--- src/rtl/timer_reg_bank.sv ---
// Timer register bank: TCR/TDR/TIER/TISR/THCSR/TCMPi decode, compare-match status with W1C, registered irq.
// Writes commit on the edge ending wr_en; rdata/pslverr are combinational; irq follows a match by two edges.
module timer_reg_bank #(
  parameter int NUM_CMP = 4,
  parameter int CNT_W   = 64
) (
  input  logic               clk,
  input  logic               rst_n,
  input  logic [11:0]        addr,
  input  logic [31:0]        wdata,
  input  logic [3:0]         pstrb,
  input  logic               wr_en,
  input  logic               rd_en,
  output logic [31:0]        rdata,
  output logic               pslverr,
  input  logic [CNT_W-1:0]   cnt,
  input  logic               halt_ack,
  output logic               timer_en,
  output logic               div_en,
  output logic [3:0]         div_val,
  output logic               halt_req,
  output logic               tdr0_wr_sel,
  output logic               tdr1_wr_sel,
  output logic               cnt_clr,
  output logic               irq
);

  localparam int HI_W = CNT_W - 32;

  typedef struct packed {
    logic [3:0] div_val;
    logic       div_en;
    logic       timer_en;
  } tcr_t;

  localparam tcr_t TCR_RST = '{div_val: 4'd1, div_en: 1'b0, timer_en: 1'b0};

  function automatic logic [31:0] strb_merge(input logic [31:0] old_dat,
                                             input logic [31:0] new_dat,
                                             input logic [3:0]  strb);
    logic [31:0] res;
    res = old_dat;
    for (int b = 0; b < 4; b++) begin
      if (strb[b]) res[8*b +: 8] = new_dat[8*b +: 8];
    end
    return res;
  endfunction

  tcr_t                tcr_q;
  tcr_t                tcr_wr;
  logic                tcr_err;
  logic                timer_en_d;
  logic                tcr_sel;
  logic                tier_sel;
  logic                tisr_sel;
  logic                thcsr_sel;
  logic [NUM_CMP-1:0]  int_en;
  logic [NUM_CMP-1:0]  status;
  logic [NUM_CMP-1:0]  match;
  logic [NUM_CMP-1:0]  match_d;
  logic [NUM_CMP-1:0]  w1c;
  logic [NUM_CMP-1:0]  cmp_lo_sel;
  logic [NUM_CMP-1:0]  cmp_hi_sel;
  logic [31:0]         tcmp_lo [NUM_CMP];
  logic [HI_W-1:0]     tcmp_hi [NUM_CMP];
  logic [31:0]         hi_ext  [NUM_CMP];
  logic [31:0]         hi_next [NUM_CMP];
  logic [HI_W-1:0]     snap;
  logic                snap_valid;
  logic [31:0]         cnt_hi;
  logic [31:0]         snap_ext;
  logic [31:0]         rd_mux;

  // Write decode
  always_comb begin
    tcr_sel     = wr_en && (addr == 12'h000);
    tdr0_wr_sel = wr_en && (addr == 12'h004);
    tdr1_wr_sel = wr_en && (addr == 12'h008);
    tier_sel    = wr_en && (addr == 12'h00C);
    tisr_sel    = wr_en && (addr == 12'h010);
    thcsr_sel   = wr_en && (addr == 12'h014);
    for (int i = 0; i < NUM_CMP; i++) begin
      cmp_lo_sel[i] = wr_en && (addr == 12'(32 + 8 * i));
      cmp_hi_sel[i] = wr_en && (addr == 12'(36 + 8 * i));
    end
  end

  // Candidate TCR value and its legality; an illegal write leaves every field untouched
  always_comb begin
    tcr_wr = tcr_q;
    if (pstrb[0]) begin
      tcr_wr.div_en   = wdata[1];
      tcr_wr.timer_en = wdata[0];
    end
    if (pstrb[1]) tcr_wr.div_val = wdata[11:8];
    tcr_err = (pstrb[1] && (wdata[11:8] > 4'd8)) ||
              (tcr_q.timer_en && ((tcr_wr.div_en != tcr_q.div_en) ||
                                  (tcr_wr.div_val != tcr_q.div_val)));
  end

  assign pslverr  = tcr_sel & tcr_err;
  assign timer_en = tcr_q.timer_en;
  assign div_en   = tcr_q.div_en;
  assign div_val  = tcr_q.div_val;
  assign cnt_clr  = timer_en_d & ~tcr_q.timer_en;

  always_ff @(posedge clk or negedge rst_n) begin
    if (!rst_n) begin
      tcr_q      <= TCR_RST;
      timer_en_d <= 1'b0;
      int_en     <= '0;
      halt_req   <= 1'b0;
    end else begin
      timer_en_d <= tcr_q.timer_en;
      if (tcr_sel && !tcr_err)  tcr_q    <= tcr_wr;
      if (tier_sel && pstrb[0]) int_en   <= wdata[NUM_CMP-1:0];
      if (thcsr_sel && pstrb[0]) halt_req <= wdata[0];
    end
  end

  // Upper counter word held from a TDR0 read so the following TDR1 read is coherent
  always_ff @(posedge clk or negedge rst_n) begin
    if (!rst_n) begin
      snap       <= '0;
      snap_valid <= 1'b0;
    end else if (rd_en && (addr == 12'h004)) begin
      snap       <= cnt[CNT_W-1:32];
      snap_valid <= 1'b1;
    end else if ((rd_en && (addr == 12'h008)) || tdr0_wr_sel || tdr1_wr_sel) begin
      snap_valid <= 1'b0;
    end
  end

  always_comb begin
    for (int i = 0; i < NUM_CMP; i++) begin
      hi_ext[i]           = '0;
      hi_ext[i][HI_W-1:0] = tcmp_hi[i];
      hi_next[i]          = strb_merge(hi_ext[i], wdata, pstrb);
    end
  end

  always_ff @(posedge clk or negedge rst_n) begin
    if (!rst_n) begin
      for (int i = 0; i < NUM_CMP; i++) begin
        tcmp_lo[i] <= '1;
        tcmp_hi[i] <= '1;
      end
    end else begin
      for (int i = 0; i < NUM_CMP; i++) begin
        if (cmp_lo_sel[i]) tcmp_lo[i] <= strb_merge(tcmp_lo[i], wdata, pstrb);
        if (cmp_hi_sel[i]) tcmp_hi[i] <= hi_next[i][HI_W-1:0];
      end
    end
  end

  always_comb begin
    for (int i = 0; i < NUM_CMP; i++) begin
      match[i] = (cnt == {tcmp_hi[i], tcmp_lo[i]});
    end
    w1c = (tisr_sel && pstrb[0]) ? wdata[NUM_CMP-1:0] : '0;
  end

  // Status sets only on a match rising edge; a same-cycle set beats the W1C clear
  always_ff @(posedge clk or negedge rst_n) begin
    if (!rst_n) begin
      match_d <= '0;
      status  <= '0;
      irq     <= 1'b0;
    end else begin
      match_d <= match;
      status  <= (status & ~w1c) | (match & ~match_d);
      irq     <= |(status & int_en);
    end
  end

  always_comb begin
    cnt_hi             = '0;
    cnt_hi[HI_W-1:0]   = cnt[CNT_W-1:32];
    snap_ext           = '0;
    snap_ext[HI_W-1:0] = snap;
    rd_mux             = '0;
    case (addr)
      12'h000: rd_mux = {20'd0, tcr_q.div_val, 6'd0, tcr_q.div_en, tcr_q.timer_en};
      12'h004: rd_mux = cnt[31:0];
      12'h008: rd_mux = snap_valid ? snap_ext : cnt_hi;
      12'h00C: rd_mux[NUM_CMP-1:0] = int_en;
      12'h010: rd_mux[NUM_CMP-1:0] = status;
      12'h014: rd_mux[1:0] = {halt_ack, halt_req};
      default: begin
        for (int i = 0; i < NUM_CMP; i++) begin
          if (addr == 12'(32 + 8 * i)) rd_mux = tcmp_lo[i];
          if (addr == 12'(36 + 8 * i)) rd_mux = hi_ext[i];
        end
      end
    endcase
  end

  assign rdata = rd_en ? rd_mux : '0;

endmodule

--- config.mk ---
export PLATFORM = sky130hd
export DESIGN_NAME = timer_reg_bank
export DESIGN_NICKNAME = d
export VERILOG_FILES = /design/src/rtl/timer_reg_bank.sv
export SDC_FILE = /design/constraint.sdc
export NUM_CORES = 1
export LEC_CHECK = 0
export ABC_AREA = 1
export BUFFER_PORTS_ARGS = -buffer_cell sky130_fd_sc_hd__buf_4
export CAP_MARGIN = 20
export CORE_MARGIN = 2
export CORE_UTILIZATION = 55
export DETAILED_ROUTE_END_ITERATION = 8
export PLACE_DENSITY = 0.81
export REMOVE_ABC_BUFFERS = 1
export SETUP_SLACK_MARGIN = 0.2
export SLEW_MARGIN = 30
export SYNTH_ARGS = -nofsm -noshare
export SYNTH_HDL_FRONTEND = slang
export SYNTH_SLANG_ARGS = --single-unit
--- constraint.sdc ---
create_clock -name clk -period 4.29 [get_ports clk]
set_input_delay 0.6435 -clock clk [delete_from_list [all_inputs] [get_ports clk]]
set_output_delay 0.6435 -clock clk [all_outputs]
set_load 0.005 [all_outputs]
==> results of run 1 <==
==> worst max-delay path by stage <==
stage,start,end,slack [ps],cells past startpoint
CTS,addr[9],rdata[31],740,14
finish,addr[9],rdata[20],630,14
global placement,addr[9],rdata[20],790,14
global route,addr[9],rdata[31],450,14
detailed placement,addr[9],rdata[31],750,14
floorplan,addr[4],rdata[1],-1620,11
==> registers in the layout, summed over array words and instances, names as in the netlist <==
signal,cells
int_en,4
status,4
snap_valid,1
irq,1
hi_ext,128
snap,32
timer_en_d,1
halt_req,1
div_val,4
div_en,1
match_d,4
tcmp_lo,128
timer_en,1
==> layer usage <==
layer / vias up / track usage, % / wire length, um
li1: 8276 / - / -
met1: 8551 / 45.2 / 23900
met2: 1263 / 54.8 / 28200
met3: 274 / 8.60 / 7700
met4: 4 / 19.9 / 3720
met5: - / 1.37 / 84
==> through the flow <==
stage / setup WS, ps / TNS (ps) / hold slack (ps) / instances
3_5_place_dp: 748 / 0 / 427 / 2995
4_1_cts: 739 / 0 / 224 / 3060
5_1_grt: 454 / 0 / 258 / 3060
2_1_floorplan: -1620 / -140370 / 348 / 2359
6_report: 633 / 0 / 187 / 3061
3_3_place_gp: 786 / 0 / 415 / 2995
==> logic make-up after synthesis <==
logic type / count (synthesis) / share of synthesized area (%)
flip-flops: 310 / 42.8
multiplexers: 7 / 0.404
XOR/XNOR: 204 / 9.47
AO/OA/AOI/OAI: 457 / 12.3
AND/OR/NAND/NOR: 1172 / 27.5
buffers and inverters: 354 / 7.55
==> synthesized netlist by cell type <==
cell,n
nand2_1,612
o21ai_0,347
dfstp_2,257
nor2_1,229
inv_1,195
nand3_1,144
xnor2_1,123
clkbuf_1,90
nand4_1,87
xor2_1,81
dfrtp_1,53
a21oi_1,46
o21ai_1,46
buf_2,38
nor3_1,32
or2_2,20
nand3_2,16
o22ai_1,15
inv_2,11
nor2_4,11
buf_4,8
buf_1,6
mux2_2,5
nand3b_1,4
nor3b_1,4
and2_1,2
buf_6,2
clkinv_1,2
mux2i_1,2
nand2_2,2
a21o_1,1
a31oi_1,1
clkbuf_2,1
inv_4,1
nand2_4,1
nand4_2,1
nor2_2,1
nor2_8,1
nor3_2,1
nor3_4,1
nor4_1,1
nor4_2,1
nor4_4,1
o221ai_1,1
==> worst reg2reg max path: stages, from the launching register on <==
cell and delay, ps:
dfstp_2 550, xnor2_1 130, nand2_1 110, nor4_1 620
nand2_1 250, nor2_1 200, and2_1 150
==> where the power goes <==
part,internal (mW),switching (mW)
logic,0.181,0.356
clock network,2.03,1.28
registers,2.95,0.00696
==> cell type report <==
type	count	area, sq um
Sequential cell	310	8080
Tap cell	448	561
Antenna cell	1	2.50
Clock buffer	47	1010
Inverter	209	787
Multi-Input combinational cell	1840	9380
Timing Repair Buffer	188	1470
Fill cell	2898	12200
Clock inverter	18	250
==> metrics.yaml, run 1 <==
cts_tree: "built"
hpwlAfterDp_um: 44000
cp-start-kind: "input port"
timing.rr.end: "match_d[0]"
antenna_found_initial: 2
p_leak_nw: 8.83
drt_wl_total_um: 63600
avgSynthCellArea_sq_um: 7.54
yosys_warnings: 0
cp.arrival_ps: 3010
totalPowerFinal_mw: 6.81
hold_buffers: 0
initial_core_util_pct: 56.0
cts-buffers-inserted: 37
max_cap_viol_count: 0
nets: 2703
syn-cell-area_sq_mm: 0.0189
synthCells: 2504
final_max_slew_viol_count: 0
r2r_setup_slack_ps: 2220
slowest_delay_ps: 390
rr_worst_depth: 6
h-tree-depth: 2
gp_congestion: 0.968
core_sq_mm: 0.0337
port_buffers: 160
ioPinCount: 161
fin_skew_ps: 13.7
worstHoldPathType: "in -> async"
vias_per_cell: 6.00
fmax_mhz: 273
drt_pre_antenna_iters: 6
required_ps: 3650
yosys.area.top_type: "dfstp_2"
syn_to_final_growth_pct: 14.2
cts_setup_buffers: 0
cp_num_buf_inv: 5
drc: 0
layout_commonest_cell: "nand2_1"
outcome: "complete, no violations"
ys_ff_latch: 310
clock_path_buffers: 3
rows: 67
final_core_util_pct: 63.9
dpl_cell_area_sq_mm: 0.0203
peakVddDrop_v: 0.000435
routedWlPerCell_um: 20.8
netlist.area_leader.share_pct: 35.8
grt_max_degree: 105
grt.total_usage_pct: 35.3
die_height_um: 189
mostFrequentLayoutCells: "612 x nand2_1, 347 x o21ai_0, 257 x dfstp_2, 227 x nor2_1, 195 x inv_1"
routed-via-count: 18368
ys_top_cells_by_area: "dfstp_2 36%, nand2_1 12%, o21ai_0 9.2%"
final-hold-violation-count: 0
fin_crit_ps: 3660
synth_cell_types: 44
setup_viol: 0
die_width_um: 189
rsz0062_at_grt: "false"
cts_root_buf: "clkbuf_16"
clk_pin_slew_ps: 50
relSlewSlack_pct: 32.7
power.density_mw_per_mm2: 316
grt-ovfl-total: 0
drtIter0Drc: 2218
endpoint_kind: "primary output"
critical-path-slowest-cell: "nor2_8"
grt_pass1_vias: 17672
crit_fanout: 19
crit_family: "simple AND/OR/NAND/NOR gates"
worst-setup-path-type: "in -> out"
fin_area_sq_mm: 0.0215
clock_sinks: 310
reg2reg_from: "tcmp_lo[122]"
insertion_delay_ps: 540
seq_area_frac_synth_pct: 42.8
die_area_sq_mm: 0.0358
worstPathCellList: "buf_4, nor2_1, nand2_4, nor2_8, nand2_2, nor2_4, inv_2, o21ai_0, inv_1, nand2_1, nand3_1, nand2_1, inv_1, buf_4"
fin_crit_sh_pct: 85.2
postRouteAntennaNets: 0
worst_slew_pin_slew_ps: 1010
grt_pass1_wl_um: 97600
drive_above_1_share_pct: 22.2
ctsResizeCount: 0
(Power assumes the default switching activity.)
==> run 2: changes to the inputs <==
--- a/config.mk
+++ b/config.mk
@@ -8,10 +8,12 @@
 export ABC_AREA = 1
 export BUFFER_PORTS_ARGS = -buffer_cell sky130_fd_sc_hd__buf_4
 export CAP_MARGIN = 20
+export CELL_PAD_IN_SITES_DETAIL_PLACEMENT = 0
+export CELL_PAD_IN_SITES_GLOBAL_PLACEMENT = 1
 export CORE_MARGIN = 2
-export CORE_UTILIZATION = 55
+export CORE_UTILIZATION = 48
 export DETAILED_ROUTE_END_ITERATION = 8
-export PLACE_DENSITY = 0.81
+export PLACE_DENSITY = 0.93
 export REMOVE_ABC_BUFFERS = 1
 export SETUP_SLACK_MARGIN = 0.2
 export SLEW_MARGIN = 30
==> run 2 against run 1 <==
  * Sequential share of layout area is 0.27 points lower
  * Sequential cell count unchanged
  * Clock power is 3% higher
  * Non-clock buffer count up 3
  * Clock skew about the same
  * Power is 1.4% higher
  * Critical path depth down 2
  * Cell area up 0.73%
  * Fmax fell by 5.1%
  * Cell count grew 2.5%
  * Die area is 14% higher
==> metrics.yaml, run 2 (synthesis gave the netlist of run 1 again) <==
fin_crit_sh_pct: 89.8  # +4.6 points
fin_skew_ps: 13.9  # +0.277 ps
syn_to_final_growth_pct: 15.0
rows: 72  # +7.5%
endpoint_kind: "primary output"
required_ps: 3650  # about the same
vias_per_cell: 5.67  # -5.5%
power_frac_clock_pct: 49.3  # +0.6 points
num_antenna_cells: 0  # -1
relSlewSlack_pct: 35.2  # +2.6 points
die_width_um: 202  # +6.9%
routedWlPerCell_um: 21.1  # +1.5%
drtIter0Drc: 1706  # -23%
worstPathCellList: "buf_4, inv_1, nand2_1, nor2_4, nand3_2, inv_1, buf_4, nand2_1, o21ai_0, o21ai_0, a21oi_1, buf_4"
fmax_mhz: 260  # -5.1%
drc: 0  # unchanged
crit_fanout: 23  # +4
critPathLaunch: "addr[0]"
die_area_sq_mm: 0.0409  # +14%
final_core_util_pct: 56.0  # -7.9 points
ioPinCount: 161  # unchanged
core_sq_mm: 0.0387  # +15%
grt_pass1_wl_um: 100000  # +2.6%
worstHoldPathType: "in -> async"
final-hold-violation-count: 0  # unchanged
gp_congestion: 0.934  # -3.5%
fin_crit_ps: 3850  # +196 ps
worst-setup-path-type: "in -> out"
cp.arrival_ps: 3210  # +200 ps
routed-via-count: 17793  # -3.1%
drt_pre_antenna_iters: 5  # -1
clock_path_buffers: 3  # unchanged
regArea_sq_mm: 0.00808  # unchanged
max_cap_viol_count: 0  # unchanged
nets: 2707  # +0.15%
layout_commonest_cell: "nand2_1"
fin_area_sq_mm: 0.0217  # +0.73%
reg2reg_from: "hi_ext[14]"
cp-start-kind: "input port"
cts_setup_buffers: 0  # unchanged
intPower_mw: 5.19  # +0.64%
rsz0062_at_grt: "false"
wl_met3_um: 5770  # -25%
rr_worst_depth: 8  # +2
crit_top_cell: "buf_4"
slowest_delay_ps: 630  # +240 ps
grt.total_usage_pct: 32.1  # -3.2 points
h-tree-depth: 2  # unchanged
cts-buffers-inserted: 38  # +2.7%
nFillCells: 3653  # +26%
hpwlAfterDp_um: 46200  # +5.1%
swShare_pct: 24.8  # +0.59 points
ctsResizeCount: 0  # unchanged
clk_pin_slew_ps: 60  # about the same
cts_root_buf: "clkbuf_16"
mostFrequentLayoutCells: "612 x nand2_1, 347 x o21ai_0, 257 x dfstp_2, 227 x nor2_1, 195 x inv_1"
initial_core_util_pct: 48.7  # -7.3 points
p_leak_nw: 8.86  # +0.31%
wl_met1_um: 27400  # +15%
grt-ovfl-total: 0  # unchanged
drive_above_1_share_pct: 22.3  # +0.085 points
port_buffers: 160  # unchanged
peakVddDrop_v: 0.000212  # -51%
hold_buffers: 0  # unchanged
worst_slew_pin_slew_ps: 971  # -37.7 ps
r2r_setup_slack_ps: 2230  # about the same
power_frac_comb_pct: 7.9  # about the same
final_max_slew_viol_count: 0  # unchanged
wl_met2_um: 29900  # +5.8%
antenna_found_initial: 0  # -2
critical-path-slowest-cell: "nor2_4"
drt_wl_total_um: 66200  # +4.1%
grt_pass1_vias: 16742  # -5.3%
timing.rr.end: "status[3]"
clock_sinks: 310  # unchanged
dpl_cell_area_sq_mm: 0.0204  # +0.54%
die_height_um: 202  # +6.9%
postRouteAntennaNets: 0  # unchanged
top_layer: "met4"
setup_viol: 0  # unchanged
outcome: "complete, no violations"
p_seq_share_pct: 42.8  # -0.6 points
power.density_mw_per_mm2: 318  # +0.69%
insertion_delay_ps: 560  # +20 ps
p_sw_mw: 1.71  # +3.9%
multi_input_area_sq_mm: 0.00938  # unchanged
cts_tree: "built"
grt_max_degree: 110  # +4.8%
## run 2: cell types whose count changed in the layout (fill, tap and decap cells not counted), sizes merged
| cell | change |
|---|---|
| buf | +3 |
| clkinv | -4 |
| clkbuf | +11 |
| inv | -1 |
| clkinvlp | +2 |
| diode | -1 |
| bufinv | -3 |
## run 2: area by class of cell
class                   count  share of cell area (%)
inverters                 209                    3.63
clock inverters            12                   0.657
repair buffers            191                    6.87
flip-flops and latches    310                    37.2
well taps                 518                    2.99
multi-input cells        1840                    43.2
clock buffers              58                    5.39
## run 2: worst max path at each step
stage                endpoint  cells after the start
global placement     rdata[9]                     12
CTS                 rdata[21]                     12
detailed placement  rdata[21]                     12
global route        rdata[18]                     12
finish              rdata[21]                     12
floorplan            rdata[1]                     11
## run 2: power by group through the flow
stage / sequential, mW / clock (mW) / combinational (mW)
CTS: 2.96 / 3.44 / 0.541
global placement: 3.00 / 0 / 0.534
detailed placement: 3.00 / 0 / 0.538
finish: 2.96 / 3.41 / 0.545
floorplan: 3.00 / 0 / 0.212
global route: 2.96 / 3.56 / 0.589
## run 2: layer usage
| metal | GRT usage [%] | vias to the layer above |
|---|---|---|
| li1 | - | 8281 |
| met1 | 44.0 | 8476 |
| met2 | 50.0 | 871 |
| met3 | 5.16 | 165 |
| met4 | 14.7 | 0 |
| met5 | 0 | - |
## run 2: worst max-delay path: cells and delay by family
family / cells / cell delay (ps)
AOI/OAI and AO/OA: 3 / 350
and+or+nand+nor: 4 / 1040
buffers and inverters: 5 / 1150
## run 2: through the flow
stage / hold slack (ps) / TNS (ps) / total power [mW] / worst slack [ps] / cells
2_1_floorplan: 348 / -140370 / 3.21 / -1620 / 2359
4_1_cts: 195 / 0 / 6.93 / 543 / 3138
6_report: 137 / 0 / 6.91 / 438 / 3138
3_5_place_dp: 427 / 0 / 3.54 / 554 / 3068
5_1_grt: 240 / 0 / 7.11 / 381 / 3138
3_3_place_gp: 422 / 0 / 3.53 / 614 / 3068
